**config.mk**
```make
export PLATFORM = sky130hd
export DESIGN_NAME = operand_loader
export DESIGN_NICKNAME = d
export VERILOG_FILES = /design/src/rtl/operand_loader_pkg.sv /design/src/rtl/operand_loader.sv
export SDC_FILE = /design/constraint.sdc
export NUM_CORES = 1
export LEC_CHECK = 0
export CORE_ASPECT_RATIO = 1.25
export CORE_MARGIN = 2
export CORE_UTILIZATION = 56
export DETAILED_ROUTE_END_ITERATION = 6
export PLACE_DENSITY = 0.84
export SYNTH_ARGS = -nofsm -noshare
export SYNTH_HDL_FRONTEND = slang
export SYNTH_SLANG_ARGS = --single-unit
export TNS_END_PERCENT = 1
```
**constraint.sdc**
```tcl
create_clock -name clk -period 4 [get_ports clk]
set_input_delay 0.6 -clock clk [delete_from_list [all_inputs] [get_ports clk]]
set_output_delay 0.6 -clock clk [all_outputs]
set_load 0.02 [all_outputs]
```
**src/rtl/operand_loader_pkg.sv**
```systemverilog
`default_nettype none
// ============================================================================
//  Module   : operand_loader_pkg
//  Purpose  : State encoding and frame byte-slot constants for operand_loader.
//  Revision : 1.0
// ============================================================================
package operand_loader_pkg;

  typedef logic [2:0] state_t;

  localparam state_t LD0  = 3'd0;
  localparam state_t LD1  = 3'd1;
  localparam state_t LD2  = 3'd2;
  localparam state_t LD3  = 3'd3;
  localparam state_t LD4  = 3'd4;
  localparam state_t HOLD = 3'd5;

  localparam int FRAME_BYTES = 5;

  // Load state LDn fills byte slot n of the frame.
  localparam int SLOT_A_HI = 0;
  localparam int SLOT_A_LO = 1;
  localparam int SLOT_B_HI = 2;
  localparam int SLOT_B_LO = 3;
  localparam int SLOT_C    = 4;

endpackage
`default_nettype wire

```
**src/rtl/operand_loader.sv**
```systemverilog
`default_nettype none
// ============================================================================
//  Module   : operand_loader
//  Purpose  : Assembles a/b/c from a byte stream and commits them atomically,
//             then holds en high for HOLD_CYCLES cycles.
//  Revision : 1.0
// ============================================================================
module operand_loader
  import operand_loader_pkg::*;
#(
  parameter int HOLD_CYCLES = 1,
  parameter int FCW         = 8
) (
  input  logic           clk,
  input  logic           rst,
  input  logic [7:0]     din,
  input  logic           din_valid,
  input  logic           din_sof,
  output logic           din_ready,
  output logic [15:0]    a,
  output logic [15:0]    b,
  output logic [7:0]     c,
  output logic           en,
  output logic [FCW-1:0] frame_cnt,
  output logic           sof_err
);

  if (HOLD_CYCLES < 1 || HOLD_CYCLES > 15) begin : g_bad_hold
    $error("operand_loader: HOLD_CYCLES must be in 1..15");
  end

  localparam logic [3:0] HOLD_LOAD = 4'(HOLD_CYCLES - 1);
  localparam state_t     LAST_LD   = state_t'(FRAME_BYTES - 1);

  state_t         state_q, state_d;
  logic [15:0]    sa_q, sa_d;
  logic [15:0]    sb_q, sb_d;
  logic [15:0]    a_q, a_d;
  logic [15:0]    b_q, b_d;
  logic [7:0]     c_q, c_d;
  logic           en_q, en_d;
  logic [FCW-1:0] frame_cnt_q, frame_cnt_d;
  logic           sof_err_q, sof_err_d;
  logic [3:0]     hold_q, hold_d;
  logic           accept;

  assign din_ready = !rst && (state_q != HOLD);
  assign accept    = din_valid && din_ready;

  always_comb begin
    state_d     = state_q;
    sa_d        = sa_q;
    sb_d        = sb_q;
    a_d         = a_q;
    b_d         = b_q;
    c_d         = c_q;
    en_d        = en_q;
    frame_cnt_d = frame_cnt_q;
    sof_err_d   = 1'b0;
    hold_d      = hold_q;

    case (state_q)
      HOLD: begin
        if (hold_q == 4'd0) begin
          en_d    = 1'b0;
          state_d = LD0;
        end else begin
          hold_d = hold_q - 4'd1;
        end
      end
      LD0: begin
        if (accept) begin
          if (din_sof) begin
            sa_d[15:8] = din;
            state_d    = LD1;
          end else begin
            sof_err_d = 1'b1;
          end
        end
      end
      LD1, LD2, LD3, LD4: begin
        if (accept) begin
          // A fresh SOF mid-frame restarts with this byte as byte 0.
          if (din_sof) begin
            sa_d[15:8] = din;
            state_d    = LD1;
            sof_err_d  = 1'b1;
          end else if (state_q == LAST_LD) begin
            a_d         = sa_q;
            b_d         = sb_q;
            c_d         = din;
            en_d        = 1'b1;
            frame_cnt_d = frame_cnt_q + FCW'(1);
            hold_d      = HOLD_LOAD;
            state_d     = HOLD;
          end else begin
            case (int'(state_q))
              SLOT_A_LO: sa_d[7:0]  = din;
              SLOT_B_HI: sb_d[15:8] = din;
              SLOT_B_LO: sb_d[7:0]  = din;
              default:   sa_d       = sa_q;
            endcase
            state_d = state_q + 3'd1;
          end
        end
      end
      default: state_d = LD0;
    endcase
  end

  always_ff @(posedge clk) begin
    if (rst) begin
      state_q     <= LD0;
      sa_q        <= '0;
      sb_q        <= '0;
      a_q         <= '0;
      b_q         <= '0;
      c_q         <= '0;
      en_q        <= 1'b0;
      frame_cnt_q <= '0;
      sof_err_q   <= 1'b0;
      hold_q      <= '0;
    end else begin
      state_q     <= state_d;
      sa_q        <= sa_d;
      sb_q        <= sb_d;
      a_q         <= a_d;
      b_q         <= b_d;
      c_q         <= c_d;
      en_q        <= en_d;
      frame_cnt_q <= frame_cnt_d;
      sof_err_q   <= sof_err_d;
      hold_q      <= hold_d;
    end
  end

  assign a         = a_q;
  assign b         = b_q;
  assign c         = c_q;
  assign en        = en_q;
  assign frame_cnt = frame_cnt_q;
  assign sof_err   = sof_err_q;

endmodule
`default_nettype wire

```
==> results_dict.tcl <==
set metrics [dict create \
    cts_sinks 89 \
    pwr-share-clk 0.374 \
    antenna_left 0 \
    place_congestion 0.958 \
    maxCapViolations 0 \
    firstDrtPassIters 4 \
    fmax_mhz 318 \
    cts_root_buf "clkbuf_8" \
    yosys_warnings 0 \
    worstMarginPinSlew_ns 0.805 \
    viasPerCell 5.48 \
    setup.worst_path.start "state_q[1]$_SDFFE_PP0P_" \
    numPortBuffers 62 \
    crit_required_ns 4.21 \
    finalSetupViolations 0 \
    wl_per_cell_um 14.3 \
    worst_path_most_repeated_cell "ha_1" \
    initial_utilization 0.583 \
    area_delta_synth_final_pct 22.8 \
    grt_max_degree 84 \
    cts_hold_buf 0 \
    drc_errors 0 \
    pin_count 63 \
    power.share.switching 0.249 \
    antenna_found_initial 0 \
    crit_path_end_kind "flop" \
    drtIter0Drc 334 \
    timing.rr.start "state_q[1]$_SDFFE_PP0P_" \
    p_leak_nw 1.53 \
    hold_path_class "reg -> reg" \
    path_max_fanout 41 \
    pwr-share-seq 0.542 \
    maxSlewViolCount 0 \
    finClkSkew_ns 0.00942 \
    overflow 0 \
    min_period_ns 3.14 \
    synthesis.area_um2 3620 \
    final-hold-violation-count 0 \
    grt_usage 0.245 \
    cts_made_buffers 9 \
    hold_start "a[11]$_SDFFE_PP0P_" \
    p_int_w 0.00125 \
    path_delay_family "simple AND/OR/NAND/NOR gates" \
    synth_seq_area_share 0.492 \
    fp-row-count 32 \
    slowest_stage "or2_2" \
    crit_arrival_ns 3.35 \
    wl_mm 8.22 \
    worst-setup-path-type "reg -> reg" \
    cts_buffer_depth 2 \
    fin_crit_sh 0.786 \
    cp-start-kind "flop" \
    drive_gt1_frac 0.0528 \
    antenna_cells 0 \
    comb_power_share 0.083 \
    post_cts_resized 0 \
    grt_pass1_vias 2853 \
    syn_area_per_cell_um2 8.22 \
    syn-num-nets 462 \
    cp_cell_sequence "inv_1, ha_1, nor3_1, o21ai_1, ha_1, nand4b_1, or2_2, nand2_1, a21oi_1" \
    p_switching_w 0.000413 \
    dpl.cell_count 561 \
    core-area_um2 6210 \
    slew_headroom 0.463 \
    syn_inst 440 \
    num_vias 3161 \
    clkLatencyLatePin_ns 0.36 \
    die_w_um 75.9 \
    cts_tree "yes" \
    cts_setup_buffers 0 \
    die_h_um 93.9 \
    dp_hpwl_mm 5.46 \
    crit_buf_inv 1 \
    layout.nets 509 \
    stdcell_count 577 \
    grt_pass1_wl_mm 13.4 \
    max_stage_delay_ns 0.67 \
    h-tree-depth 3 \
    path_clk_slew_ns 0.09 \
    synth-seq-cells 89 \
    ir_worst_vdd_uv 293 \
    rsz0062_at_grt "false" \
    ys_types 40 \
    status "finished, final reports clean" \
    p_per_area_nw_per_um2 374 \
    setup_tns_ns 0 \
    dieArea_um2 7120 \
]
[kinds of logic (layout without fill, tap and decap cells)]
| kind of cell | Yosys count | after routing | share of synthesized area |
|---|---|---|---|
| buffers and inverters | 40 | 92 | 0.0446 |
| adder cells (fa/ha/maj) | 10 | 10 | 0.0346 |
| AND/OR/NAND/NOR | 198 | 198 | 0.245 |
| flip-flops | 89 | 89 | 0.492 |
| AO/OA/AOI/OAI | 88 | 88 | 0.144 |
| XOR/XNOR | 7 | 7 | 0.0169 |
| multiplexers | 8 | 8 | 0.0221 |
[state kept, by name, indices dropped and copies added (netlist names)]
name       count
sb_q          16
a             16
sof_err        1
state_q        3
c              8
b             16
sa_q          16
en             1
frame_cnt      8
hold_q         4
[path summary, 6_finish.rpt]
path	endpoint	slack [ns]	cells past startpoint
worst max-delay path	b[3]$_SDFFE_PP0P_	0.86	9
worst min-delay path	a[11]$_SDFFE_PP0P_	0.46	2
worst max register to register	b[3]$_SDFFE_PP0P_	0.86	9
worst min register to register	a[11]$_SDFFE_PP0P_	0.46	2
[through the flow]
step	total power, W	utilization	hold WS (ns)	cell area [µm²]	worst slack, ns
5_1_grt	0.00171	0.716	0.462	4440	0.550
4_1_cts	0.00166	0.716	0.456	4440	0.911
3_3_place_gp	0.00105	0.684	0.438	4250	0.874
6_report	0.00166	0.716	0.456	4440	0.858
2_1_floorplan	0.00102	-	0.429	3620	1.40
3_5_place_dp	0.00105	0.684	0.447	4250	0.774
[synthesized netlist by cell type, drive strengths merged]
cell type / n / area share
a211o: 2 / 0.0048
and2: 1 / 0.0017
o2111ai: 1 / 0.0041
o21ba: 1 / 0.0028
a2bb2oi: 1 / 0.0024
xnor2: 7 / 0.017
o32ai: 2 / 0.0048
nor4: 4 / 0.0069
dfxtp: 89 / 0.49
o22ai: 1 / 0.0017
or3b: 1 / 0.0024
nand2b: 3 / 0.0052
inv: 11 / 0.011
clkbuf: 25 / 0.026
buf: 4 / 0.0073
nand4: 12 / 0.021
a31oi: 1 / 0.0017
a21oi: 64 / 0.089
o311ai: 8 / 0.019
o41ai: 1 / 0.0024
mux2i: 8 / 0.022
nor2: 19 / 0.020
nand2: 115 / 0.12
o21ai: 3 / 0.0041
ha: 10 / 0.035
nor3b: 2 / 0.0041
nand4b: 1 / 0.0024
a311oi: 1 / 0.0024
o211ai: 1 / 0.0021
or2: 4 / 0.0069
and4: 1 / 0.0024
nand3: 23 / 0.032
or4: 2 / 0.0041
nor2b: 2 / 0.0035
o32a: 1 / 0.0028
nor3: 7 / 0.0097
nor4b: 1 / 0.0041
[layer usage]
layer | vias up | track usage | share of wire | routed length [µm]
li1 | 1599 | - | - | -
met1 | 1445 | 0.311 | 0.43 | 3500
met2 | 97 | 0.399 | 0.50 | 4110
met3 | 20 | 0.0472 | 0.049 | 400
met4 | 0 | 0.101 | 0.027 | 218
met5 | - | 0 | 0 | 0
[power groups by stage]
stage          clock network [W]  registers [W]  logic (W)
2_1_floorplan                  0       0.000920  0.0000969
3_3_place_gp                   0       0.000920   0.000131
3_5_place_dp                   0       0.000921   0.000134
4_1_cts                 0.000621       0.000900   0.000135
5_1_grt                 0.000662       0.000901   0.000151
6_report                0.000621       0.000900   0.000138
[worst min-delay path, cell delays in order, from the launching register on]
cell	delay, ns
dfxtp_1	0.32
nand2_1	0.05
a21oi_1	0.05
[area by class of cell]
class	count	area (µm²)
Inverter	11	41.3
Sequential cell	89	1780
Multi-Input combinational cell	311	1680
Tap cell	85	106
Clock inverter	4	52.6
Fill cell	495	1760
Clock buffer	12	145
Timing Repair Buffer	65	638
[layout by cell type, fill, tap and decap left out, types with 10 or more instances in the layout]
cell type,synthesis,layout
nand2_1,115,115
nor2_1,19,18
nand3_1,23,23
inv_1,11,11
a21oi_1,64,64
ha_1,10,10
clkbuf_8,0,10
clkdlybuf4s50_1,0,61
dfxtp_1,89,89
nand4_1,12,12
No activity file was read; power rests on OpenSTA's default activity.
